**src/rtl/video_timing_ctrl_pkg.sv**
```systemverilog
// Shared widths, reset timing defaults and timing-set types for the raster
// timing controller.
package video_timing_pkg;

  localparam int VT_W         = 11;
  localparam int VT_MIN_TOTAL = 15;

  localparam logic [VT_W-1:0] VT_RST_HT  = 11'd799;
  localparam logic [VT_W-1:0] VT_RST_HSE = 11'd95;
  localparam logic [VT_W-1:0] VT_RST_HDS = 11'd143;
  localparam logic [VT_W-1:0] VT_RST_HDE = 11'd783;
  localparam logic [VT_W-1:0] VT_RST_VT  = 11'd524;
  localparam logic [VT_W-1:0] VT_RST_VSE = 11'd1;
  localparam logic [VT_W-1:0] VT_RST_VDS = 11'd34;
  localparam logic [VT_W-1:0] VT_RST_VDE = 11'd514;

  typedef struct packed {
    logic [VT_W-1:0] total;
    logic [VT_W-1:0] sync_end;
    logic [VT_W-1:0] disp_start;
    logic [VT_W-1:0] disp_end;
  } vt_axis_t;

  typedef struct packed {
    vt_axis_t h;
    vt_axis_t v;
  } vt_timing_t;

  typedef enum logic {
    CFG_IDLE = 1'b0,
    CFG_PEND = 1'b1
  } vt_cfg_state_t;

endpackage

```
**src/rtl/video_timing_ctrl_if.sv**
```systemverilog
// Configuration strobe and raster outputs of the timing controller; the
// slave side is the controller, the master side is the host/consumer.
interface video_timing_ctrl_if
  import video_timing_pkg::*;
#(
  parameter int W = VT_W
);

  logic [W-1:0] cfg_h_total;
  logic [W-1:0] cfg_h_sync_end;
  logic [W-1:0] cfg_h_disp_start;
  logic [W-1:0] cfg_h_disp_end;
  logic [W-1:0] cfg_v_total;
  logic [W-1:0] cfg_v_sync_end;
  logic [W-1:0] cfg_v_disp_start;
  logic [W-1:0] cfg_v_disp_end;
  logic         cfg_valid;
  logic         cfg_pending;
  logic         cfg_err;
  logic [W-1:0] px;
  logic [W-1:0] py;
  logic [W-1:0] xstart;
  logic [W-1:0] xend;
  logic [W-1:0] ystart;
  logic [W-1:0] yend;
  logic         frame_start;
  logic         hsync;
  logic         vsync;
  logic         de;

  modport master (
    output cfg_h_total, cfg_h_sync_end, cfg_h_disp_start, cfg_h_disp_end,
    output cfg_v_total, cfg_v_sync_end, cfg_v_disp_start, cfg_v_disp_end,
    output cfg_valid,
    input  cfg_pending, cfg_err, px, py, xstart, xend, ystart, yend,
    input  frame_start, hsync, vsync, de
  );

  modport slave (
    input  cfg_h_total, cfg_h_sync_end, cfg_h_disp_start, cfg_h_disp_end,
    input  cfg_v_total, cfg_v_sync_end, cfg_v_disp_start, cfg_v_disp_end,
    input  cfg_valid,
    output cfg_pending, cfg_err, px, py, xstart, xend, ystart, yend,
    output frame_start, hsync, vsync, de
  );

endinterface

```
**src/rtl/video_timing_ctrl_vt_delay.sv**
```systemverilog
// Fixed-depth delay line for {hsync, vsync, de}, cleared by reset.
module vt_delay
  import video_timing_pkg::*;
#(
  parameter int DEPTH = 3
) (
  input  logic       pclk,
  input  logic       rst_n,
  input  logic [2:0] din_i,
  output logic [2:0] dout_o
);

  logic [2:0] sr_q [DEPTH];

  always_ff @(posedge pclk or negedge rst_n) begin
    if (!rst_n) begin
      for (int i = 0; i < DEPTH; i++) sr_q[i] <= '0;
    end else begin
      sr_q[0] <= din_i;
      for (int i = 1; i < DEPTH; i++) sr_q[i] <= sr_q[i-1];
    end
  end

  assign dout_o = sr_q[DEPTH-1];

endmodule

```
**src/rtl/video_timing_ctrl.sv**
```systemverilog
// Raster timing controller: beam counters, double-buffered timing set and
// sync/de outputs delayed to line up with the pattern generator's RGB.
module video_timing_ctrl
  import video_timing_pkg::*;
#(
  parameter int           W        = VT_W,
  parameter int           PIPE_DLY = 3,
  parameter logic [W-1:0] RST_HT   = VT_RST_HT,
  parameter logic [W-1:0] RST_HSE  = VT_RST_HSE,
  parameter logic [W-1:0] RST_HDS  = VT_RST_HDS,
  parameter logic [W-1:0] RST_HDE  = VT_RST_HDE,
  parameter logic [W-1:0] RST_VT   = VT_RST_VT,
  parameter logic [W-1:0] RST_VSE  = VT_RST_VSE,
  parameter logic [W-1:0] RST_VDS  = VT_RST_VDS,
  parameter logic [W-1:0] RST_VDE  = VT_RST_VDE
) (
  input logic                pclk,
  input logic                rst_n,
  video_timing_ctrl_if.slave bus
);

  localparam vt_timing_t RST_SET = '{
    h: '{total: RST_HT, sync_end: RST_HSE, disp_start: RST_HDS, disp_end: RST_HDE},
    v: '{total: RST_VT, sync_end: RST_VSE, disp_start: RST_VDS, disp_end: RST_VDE}
  };

  vt_timing_t    act_q, pend_q, cfg_in;
  vt_cfg_state_t state_q;
  logic [W-1:0]  px_q, px_d, py_q, py_d;
  logic          run_q, fs_q, fs_d, err_q;
  logic          h_wrap, fb, cfg_ok, cfg_take;
  logic          hs_raw, vs_raw, de_raw;
  logic [2:0]    sync_dly;

  function automatic logic axis_ok(input vt_axis_t a);
    return (a.total >= VT_W'(VT_MIN_TOTAL)) && (a.sync_end <= a.disp_start) &&
           (a.disp_start < a.disp_end) && (a.disp_end <= a.total);
  endfunction

  always_comb begin
    cfg_in.h.total      = bus.cfg_h_total;
    cfg_in.h.sync_end   = bus.cfg_h_sync_end;
    cfg_in.h.disp_start = bus.cfg_h_disp_start;
    cfg_in.h.disp_end   = bus.cfg_h_disp_end;
    cfg_in.v.total      = bus.cfg_v_total;
    cfg_in.v.sync_end   = bus.cfg_v_sync_end;
    cfg_in.v.disp_start = bus.cfg_v_disp_start;
    cfg_in.v.disp_end   = bus.cfg_v_disp_end;
    cfg_ok   = axis_ok(cfg_in.h) && axis_ok(cfg_in.v);
    cfg_take = bus.cfg_valid && cfg_ok;
  end

  // Beam counters hold for one cycle after reset so the first post-reset
  // cycle presents px=py=0 together with frame_start.
  always_comb begin
    h_wrap = (px_q == act_q.h.total);
    fb     = run_q && h_wrap && (py_q == act_q.v.total);
    px_d   = px_q;
    py_d   = py_q;
    if (run_q) begin
      if (h_wrap) begin
        px_d = '0;
        py_d = (py_q == act_q.v.total) ? '0 : py_q + 1'b1;
      end else begin
        px_d = px_q + 1'b1;
      end
    end
    fs_d = (px_d == '0) && (py_d == '0);
  end

  always_ff @(posedge pclk or negedge rst_n) begin
    if (!rst_n) begin
      px_q  <= '0;
      py_q  <= '0;
      run_q <= 1'b0;
      fs_q  <= 1'b0;
    end else begin
      px_q  <= px_d;
      py_q  <= py_d;
      run_q <= 1'b1;
      fs_q  <= fs_d;
    end
  end

  // A strobe landing on the frame boundary bypasses the pending set.
  always_ff @(posedge pclk or negedge rst_n) begin
    if (!rst_n) begin
      state_q <= CFG_IDLE;
      act_q   <= RST_SET;
      pend_q  <= RST_SET;
      err_q   <= 1'b0;
    end else begin
      err_q <= bus.cfg_valid && !cfg_ok;
      if (cfg_take && fb) begin
        act_q   <= cfg_in;
        state_q <= CFG_IDLE;
      end else if (cfg_take) begin
        pend_q  <= cfg_in;
        state_q <= CFG_PEND;
      end else if (fb && (state_q == CFG_PEND)) begin
        act_q   <= pend_q;
        state_q <= CFG_IDLE;
      end
    end
  end

  always_comb begin
    hs_raw = (px_q < act_q.h.sync_end);
    vs_raw = (py_q < act_q.v.sync_end);
    de_raw = (px_q > act_q.h.disp_start) && (px_q <= act_q.h.disp_end) &&
             (py_q > act_q.v.disp_start) && (py_q <= act_q.v.disp_end);
  end

  vt_delay #(.DEPTH(PIPE_DLY)) u_sync_dly (
    .pclk  (pclk),
    .rst_n (rst_n),
    .din_i ({hs_raw, vs_raw, de_raw}),
    .dout_o(sync_dly)
  );

  assign bus.px          = px_q;
  assign bus.py          = py_q;
  assign bus.frame_start = fs_q;
  assign bus.cfg_pending = (state_q == CFG_PEND);
  assign bus.cfg_err     = err_q;
  assign bus.xstart      = act_q.h.disp_start;
  assign bus.xend        = act_q.h.disp_end;
  assign bus.ystart      = act_q.v.disp_start;
  assign bus.yend        = act_q.v.disp_end;
  assign bus.hsync       = sync_dly[2];
  assign bus.vsync       = sync_dly[1];
  assign bus.de          = sync_dly[0];

endmodule

```
**src/flat_wrapper.sv**
```systemverilog
// flat-port wrapper written by rule: the top's interface ports become plain ports
module video_timing_ctrl_flat import video_timing_pkg::*;
#(
  parameter int           W        = VT_W,
  parameter int           PIPE_DLY = 3,
  parameter logic [W-1:0] RST_HT   = VT_RST_HT,
  parameter logic [W-1:0] RST_HSE  = VT_RST_HSE,
  parameter logic [W-1:0] RST_HDS  = VT_RST_HDS,
  parameter logic [W-1:0] RST_HDE  = VT_RST_HDE,
  parameter logic [W-1:0] RST_VT   = VT_RST_VT,
  parameter logic [W-1:0] RST_VSE  = VT_RST_VSE,
  parameter logic [W-1:0] RST_VDS  = VT_RST_VDS,
  parameter logic [W-1:0] RST_VDE  = VT_RST_VDE
)
  (pclk, rst_n, bus_cfg_h_total, bus_cfg_h_sync_end, bus_cfg_h_disp_start, bus_cfg_h_disp_end, bus_cfg_v_total, bus_cfg_v_sync_end, bus_cfg_v_disp_start, bus_cfg_v_disp_end, bus_cfg_valid, bus_cfg_pending, bus_cfg_err, bus_px, bus_py, bus_xstart, bus_xend, bus_ystart, bus_yend, bus_frame_start, bus_hsync, bus_vsync, bus_de);
  video_timing_ctrl_if #(.W(W)) bus_i ();
  input logic pclk;
  input logic rst_n;
  input wire logic [$bits(bus_i.cfg_h_total)-1:0] bus_cfg_h_total;
  input wire logic [$bits(bus_i.cfg_h_sync_end)-1:0] bus_cfg_h_sync_end;
  input wire logic [$bits(bus_i.cfg_h_disp_start)-1:0] bus_cfg_h_disp_start;
  input wire logic [$bits(bus_i.cfg_h_disp_end)-1:0] bus_cfg_h_disp_end;
  input wire logic [$bits(bus_i.cfg_v_total)-1:0] bus_cfg_v_total;
  input wire logic [$bits(bus_i.cfg_v_sync_end)-1:0] bus_cfg_v_sync_end;
  input wire logic [$bits(bus_i.cfg_v_disp_start)-1:0] bus_cfg_v_disp_start;
  input wire logic [$bits(bus_i.cfg_v_disp_end)-1:0] bus_cfg_v_disp_end;
  input wire logic [$bits(bus_i.cfg_valid)-1:0] bus_cfg_valid;
  output wire logic [$bits(bus_i.cfg_pending)-1:0] bus_cfg_pending;
  output wire logic [$bits(bus_i.cfg_err)-1:0] bus_cfg_err;
  output wire logic [$bits(bus_i.px)-1:0] bus_px;
  output wire logic [$bits(bus_i.py)-1:0] bus_py;
  output wire logic [$bits(bus_i.xstart)-1:0] bus_xstart;
  output wire logic [$bits(bus_i.xend)-1:0] bus_xend;
  output wire logic [$bits(bus_i.ystart)-1:0] bus_ystart;
  output wire logic [$bits(bus_i.yend)-1:0] bus_yend;
  output wire logic [$bits(bus_i.frame_start)-1:0] bus_frame_start;
  output wire logic [$bits(bus_i.hsync)-1:0] bus_hsync;
  output wire logic [$bits(bus_i.vsync)-1:0] bus_vsync;
  output wire logic [$bits(bus_i.de)-1:0] bus_de;
  assign bus_i.cfg_h_total = bus_cfg_h_total;
  assign bus_i.cfg_h_sync_end = bus_cfg_h_sync_end;
  assign bus_i.cfg_h_disp_start = bus_cfg_h_disp_start;
  assign bus_i.cfg_h_disp_end = bus_cfg_h_disp_end;
  assign bus_i.cfg_v_total = bus_cfg_v_total;
  assign bus_i.cfg_v_sync_end = bus_cfg_v_sync_end;
  assign bus_i.cfg_v_disp_start = bus_cfg_v_disp_start;
  assign bus_i.cfg_v_disp_end = bus_cfg_v_disp_end;
  assign bus_i.cfg_valid = bus_cfg_valid;
  assign bus_cfg_pending = bus_i.cfg_pending;
  assign bus_cfg_err = bus_i.cfg_err;
  assign bus_px = bus_i.px;
  assign bus_py = bus_i.py;
  assign bus_xstart = bus_i.xstart;
  assign bus_xend = bus_i.xend;
  assign bus_ystart = bus_i.ystart;
  assign bus_yend = bus_i.yend;
  assign bus_frame_start = bus_i.frame_start;
  assign bus_hsync = bus_i.hsync;
  assign bus_vsync = bus_i.vsync;
  assign bus_de = bus_i.de;
  video_timing_ctrl #(.W(W), .PIPE_DLY(PIPE_DLY), .RST_HT(RST_HT), .RST_HSE(RST_HSE), .RST_HDS(RST_HDS), .RST_HDE(RST_HDE), .RST_VT(RST_VT), .RST_VSE(RST_VSE), .RST_VDS(RST_VDS), .RST_VDE(RST_VDE)) u_core (.pclk(pclk), .rst_n(rst_n), .bus(bus_i));
endmodule
```
**config.mk**
```make
export PLATFORM = sky130hd
export DESIGN_NAME = video_timing_ctrl_flat
export DESIGN_NICKNAME = d
export VERILOG_FILES = /design/src/rtl/video_timing_ctrl_pkg.sv /design/src/rtl/video_timing_ctrl_if.sv /design/src/rtl/video_timing_ctrl_vt_delay.sv /design/src/rtl/video_timing_ctrl.sv /design/src/flat_wrapper.sv
export SDC_FILE = /design/constraint.sdc
export NUM_CORES = 1
export LEC_CHECK = 0
export CORE_UTILIZATION = 50
export CTS_BUF_LIST = sky130_fd_sc_hd__clkbuf_4 sky130_fd_sc_hd__clkbuf_8
export DETAILED_ROUTE_END_ITERATION = 10
export GPL_TIMING_DRIVEN = 0
export HOLD_SLACK_MARGIN = 0.03
export PLACE_DENSITY = 0.73
export REMOVE_ABC_BUFFERS = 1
export SETUP_SLACK_MARGIN = 0.5
export SYNTH_ARGS = -nofsm -noshare
export SYNTH_HDL_FRONTEND = slang
export SYNTH_SLANG_ARGS = --single-unit
```
**constraint.sdc**
```tcl
create_clock -name pclk -period 2.3 [get_ports pclk]
set_input_delay 0.575 -clock pclk [delete_from_list [all_inputs] [get_ports pclk]]
set_output_delay 0.575 -clock pclk [all_outputs]
set_load 0.01 [all_outputs]
```
==> key figures <==
Outcome
  • Status: finished with violations
  • Failing checks: negative setup slack

Route
  • Wirelength per Cell: 31.3 microns
  • Drt pass-1 iters: 7
  • DR iter-0 viols: roughly 1900
  • WL final: 62500 microns
  • Routed vias: 13381
  • Residual DRC: 0
  • Detail Route Antenna Nets: 0
  • Drt via density: 6.70

Pwr
  • Power Density: 676 nW/um^2
  • Peak supply drop: approximately 0.57 mV
  • Flop pwr share: 37.3%
  • P_int: 9.57 mW
  • P_sw: 4.56 mW
  • Comb pwr share: between 30% and 40%
  • Leakage Power: 10.4 nW
  • Clk network pwr share: 29.1%
  • Overall power: 14.1 mW
  • Switch share: 32.3%

Yosys
  • Post-synthesis compound-gate area fraction: roughly an eighth
  • Post-Synthesis Cells: 1289
  • Synth Flop Type: dfrtp_1
  • Synthesis Warnings: 0
  • Cell taking the most area after synthesis: dfrtp_1
  • Post-synthesis cell type count: just over 60
  • Flops & latches, synth: 211
  • XOR/XNOR Fraction of Synth Area: 1.81%
  • Synth Area per Inst: 10.5 sq um
  • Synthesized area: 13600 sq um
  • Share of the synthesized area in the top cell type: a little over a quarter
  • Multiplexer area fraction after synthesis: 13.9%
  • Sequential element share of the synthesized area: 39.5%
  • Largest family of logic cells by synthesized area: multiplexers
  • FFs w/ async S/R, synth: 100%
  • Post-synth EDFFs: 0
  • Ranking of synthesized cells by area: dfrtp_1, dfstp_2, ha_1
  • Post-Synth Adder-Cell Area: 12.0%
  • Simple-gate portion of the synthesized area: 11.1%

Clock tree
  • Cts bufs inserted: 38
  • Clock Latency Late Sink: 0.61 ns
  • CTS tree: done
  • Clk sinks: 211
  • H-tree depth: 2
  • Clock transition at the registers of the reported paths: 0.08 ns
  • Post-CTS Hold Buffers: 0
  • Bufs on Longest Clock Path: 3
  • Root Driver: clkbuf_8

Finish
  • Area grow syn2layout: 54.1%
  • Most frequent cells in the layout: buf_4, dfrtp_1, inv_1
  • Most common cell after layout, fill and taps aside: buf_4
  • Utilization after layout: 79.3%
  • Final layout net count: 1853
  • Share of cells above drive strength 1: between 50% and 60%
  • Finished Layout Cells: 1996

STA
  • Tmin final: 3.44 ns
  • Crit share post-route: 149%
  • Fmax: 291 MHz
  • RSZ-0062 raised after global routing: yes
  • Fin Clk Skew: 0.0438 ns
  • Max-slew headroom: 41.2%
  • Max Slew Vio Count: 0
  • Fin Hold WS: 0.00865 ns
  • Worst Slack Setup Final: -1.14 ns
  • Final setup violation count: between 150 and 200
  • Measured slew at the worst slew-check pin: 0.858 ns
  • Fin. Hold Viols: 0

Worst setup path
  • R2r endpoint: u_core.bus.frame_start
  • Slowest CP cell: mux2i_1
  • Startpoint Class: input pin
  • Worst Path Required: 2.79 ns
  • Critical Path AT: 3.92 ns
  • FF-to-FF Start: u_core.act_q[81]
  • Crit-path max FO: 5
  • R2R cell count: 11
  • Largest stage delay on the critical path: 0.66 ns
  • Crit path capture type: register
  • Crit path kind: in -> reg
  • Worst path cell trace: buf_12, inv_8, ha_4, a211oi_2, nor2_1, a2111oi_4, o22ai_2, a21oi_2, nand4b_1, buf_4, buf_12, buf_6, buf_8, buf_4, mux2i_1, a2bb2oi_2
  • Setup slack, reg-to-reg: -0.59 ns

Floorplan
  • IO Count: 163
  • Die area: 27800 sq um
  • Core area: 26400 sq um
  • Starting Density: 51.5%
  • DIE HEIGHT: 167 microns
  • Die Wd: approximately 170 microns
  • Num rows: 59

Global routing
  • Largest net degree at the start of global routing: between 100 and 150
  • Congestion Overflow GR: 0
  • Vias in the first global route: 13273
  • First-pass GRT wire length: 79400 microns
  • GRT Util Overall: ~38%
  • Initial antenna violation count: 2

Placement
  • HPWL after DPL: ~25000 microns
  • # port buffers: between 150 and 200
  • Routability Congestion: around 0.87
  • Placed Cells: 1702

Run
  • Max-cap viol count: 0

Hold path
  • HP Class: in -> async
-- final cells by class --
class,count,area (sq um)
timing repair buffer,403,4660
sequential,211,5400
clock inverter,2,37.5
multi-input combinational,841,9020
clock buffer,66,796
inverter,137,559
fill,1333,5450
antenna,1,2.50
tap,335,419
-- cell usage after synthesis, drive strengths merged, types with 8 or more instances --
cell type and instances:
nand3 23, buf 77, nand4 20, inv 137, xnor2 28, o31ai 8
clkbuf 25, nor2 20, dfstp 64, nand2 37, and3 9, dfrtp 147
nor2b 11, nor4 12, a211oi 13, nand2b 102, mux2 88, mux2i 89
ha 130, o21ai 40, nor3 11, a21oi 41, a21o 11, a2bb2oi 89
-- through the flow --
stage | worst slack, ns | setup TNS [ns] | cell area (sq um)
floorplan | -7.14 | -915.52 | 12900
global placement | -12.97 | -3451.48 | 15000
detailed placement | -3.16 | -488.91 | 15400
CTS | -0.485 | -59.91 | 19700
global route | -1.13 | -127.00 | 20900
finish | -1.14 | -134.20 | 20900
-- worst max-delay path: cells and delay by family --
family | cells | cell delay [ns]
adders and majority gates | 1 | 0.24
buffers and inverters | 7 | 0.88
and+or+nand+nor | 2 | 0.32
muxes | 1 | 0.66
AOI/OAI and AO/OA | 5 | 1.23
-- power by group through the flow --
stage	Sequential [mW]	Clock, mW	Combinational, mW
2_1_floorplan	5.10	0	2.15
3_3_place_gp	5.20	0	2.84
3_5_place_dp	5.24	0	2.94
4_1_cts	5.12	3.94	4.09
5_1_grt	5.31	4.24	4.98
6_report	5.28	4.12	4.73
-- sequential cells by signal (all words and copies together), names as in the netlist, 3 cells and up --
name and flops:
u_core.pend_q 88, u_core.act_q 44, u_core.bus.px 11, u_core.bus.py 11, u_core.bus.xend 11, u_core.bus.xstart 11
u_core.bus.yend 11, u_core.bus.ystart 11, u_core.u_sync_dly.sr_q 6, u_core.u_sync_dly.dout_o 3
-- logic make-up after synthesis --
group           after synthesis
simple gates                262
xor+xnor                     28
fa+ha+maj                   130
compound gates              241
flops                       211
other cells                   1
buf+inv                     239
mux                         177
-- metal layers --
metal	wire length [microns]	GRT usage, %
met5	71	0
met4	5920	25.8
met3	7700	10.3
met2	27700	62.1
met1	21100	42.8
-- worst max-delay path by stage --
stage / start / endpoint / slack [ns] / depth (start not counted)
detailed placement: bus_cfg_h_total[8] / u_core.bus.xend[3] / -3.16 / 14
global route: bus_cfg_v_disp_end[8] / u_core.act_q[85] / -1.13 / 15
CTS: bus_cfg_v_total[9] / u_core.bus.ystart[6] / -0.48 / 18
floorplan: bus_cfg_v_total[9] / u_core.act_q[22] / -7.14 / 10
global placement: bus_cfg_h_total[4] / u_core.act_q[34] / -12.97 / 11
finish: bus_cfg_v_disp_start[8] / u_core.act_q[85] / -1.14 / 16
-- what timing repair did --
action | CTS | global route
pin swaps | 94 | 50
setup buffers | 139 | 58
setup endpoints to repair | 276 | 275
cloned | 24 | 4
resized for setup | 816 | 250
Power figures use the tool's default switching activity.
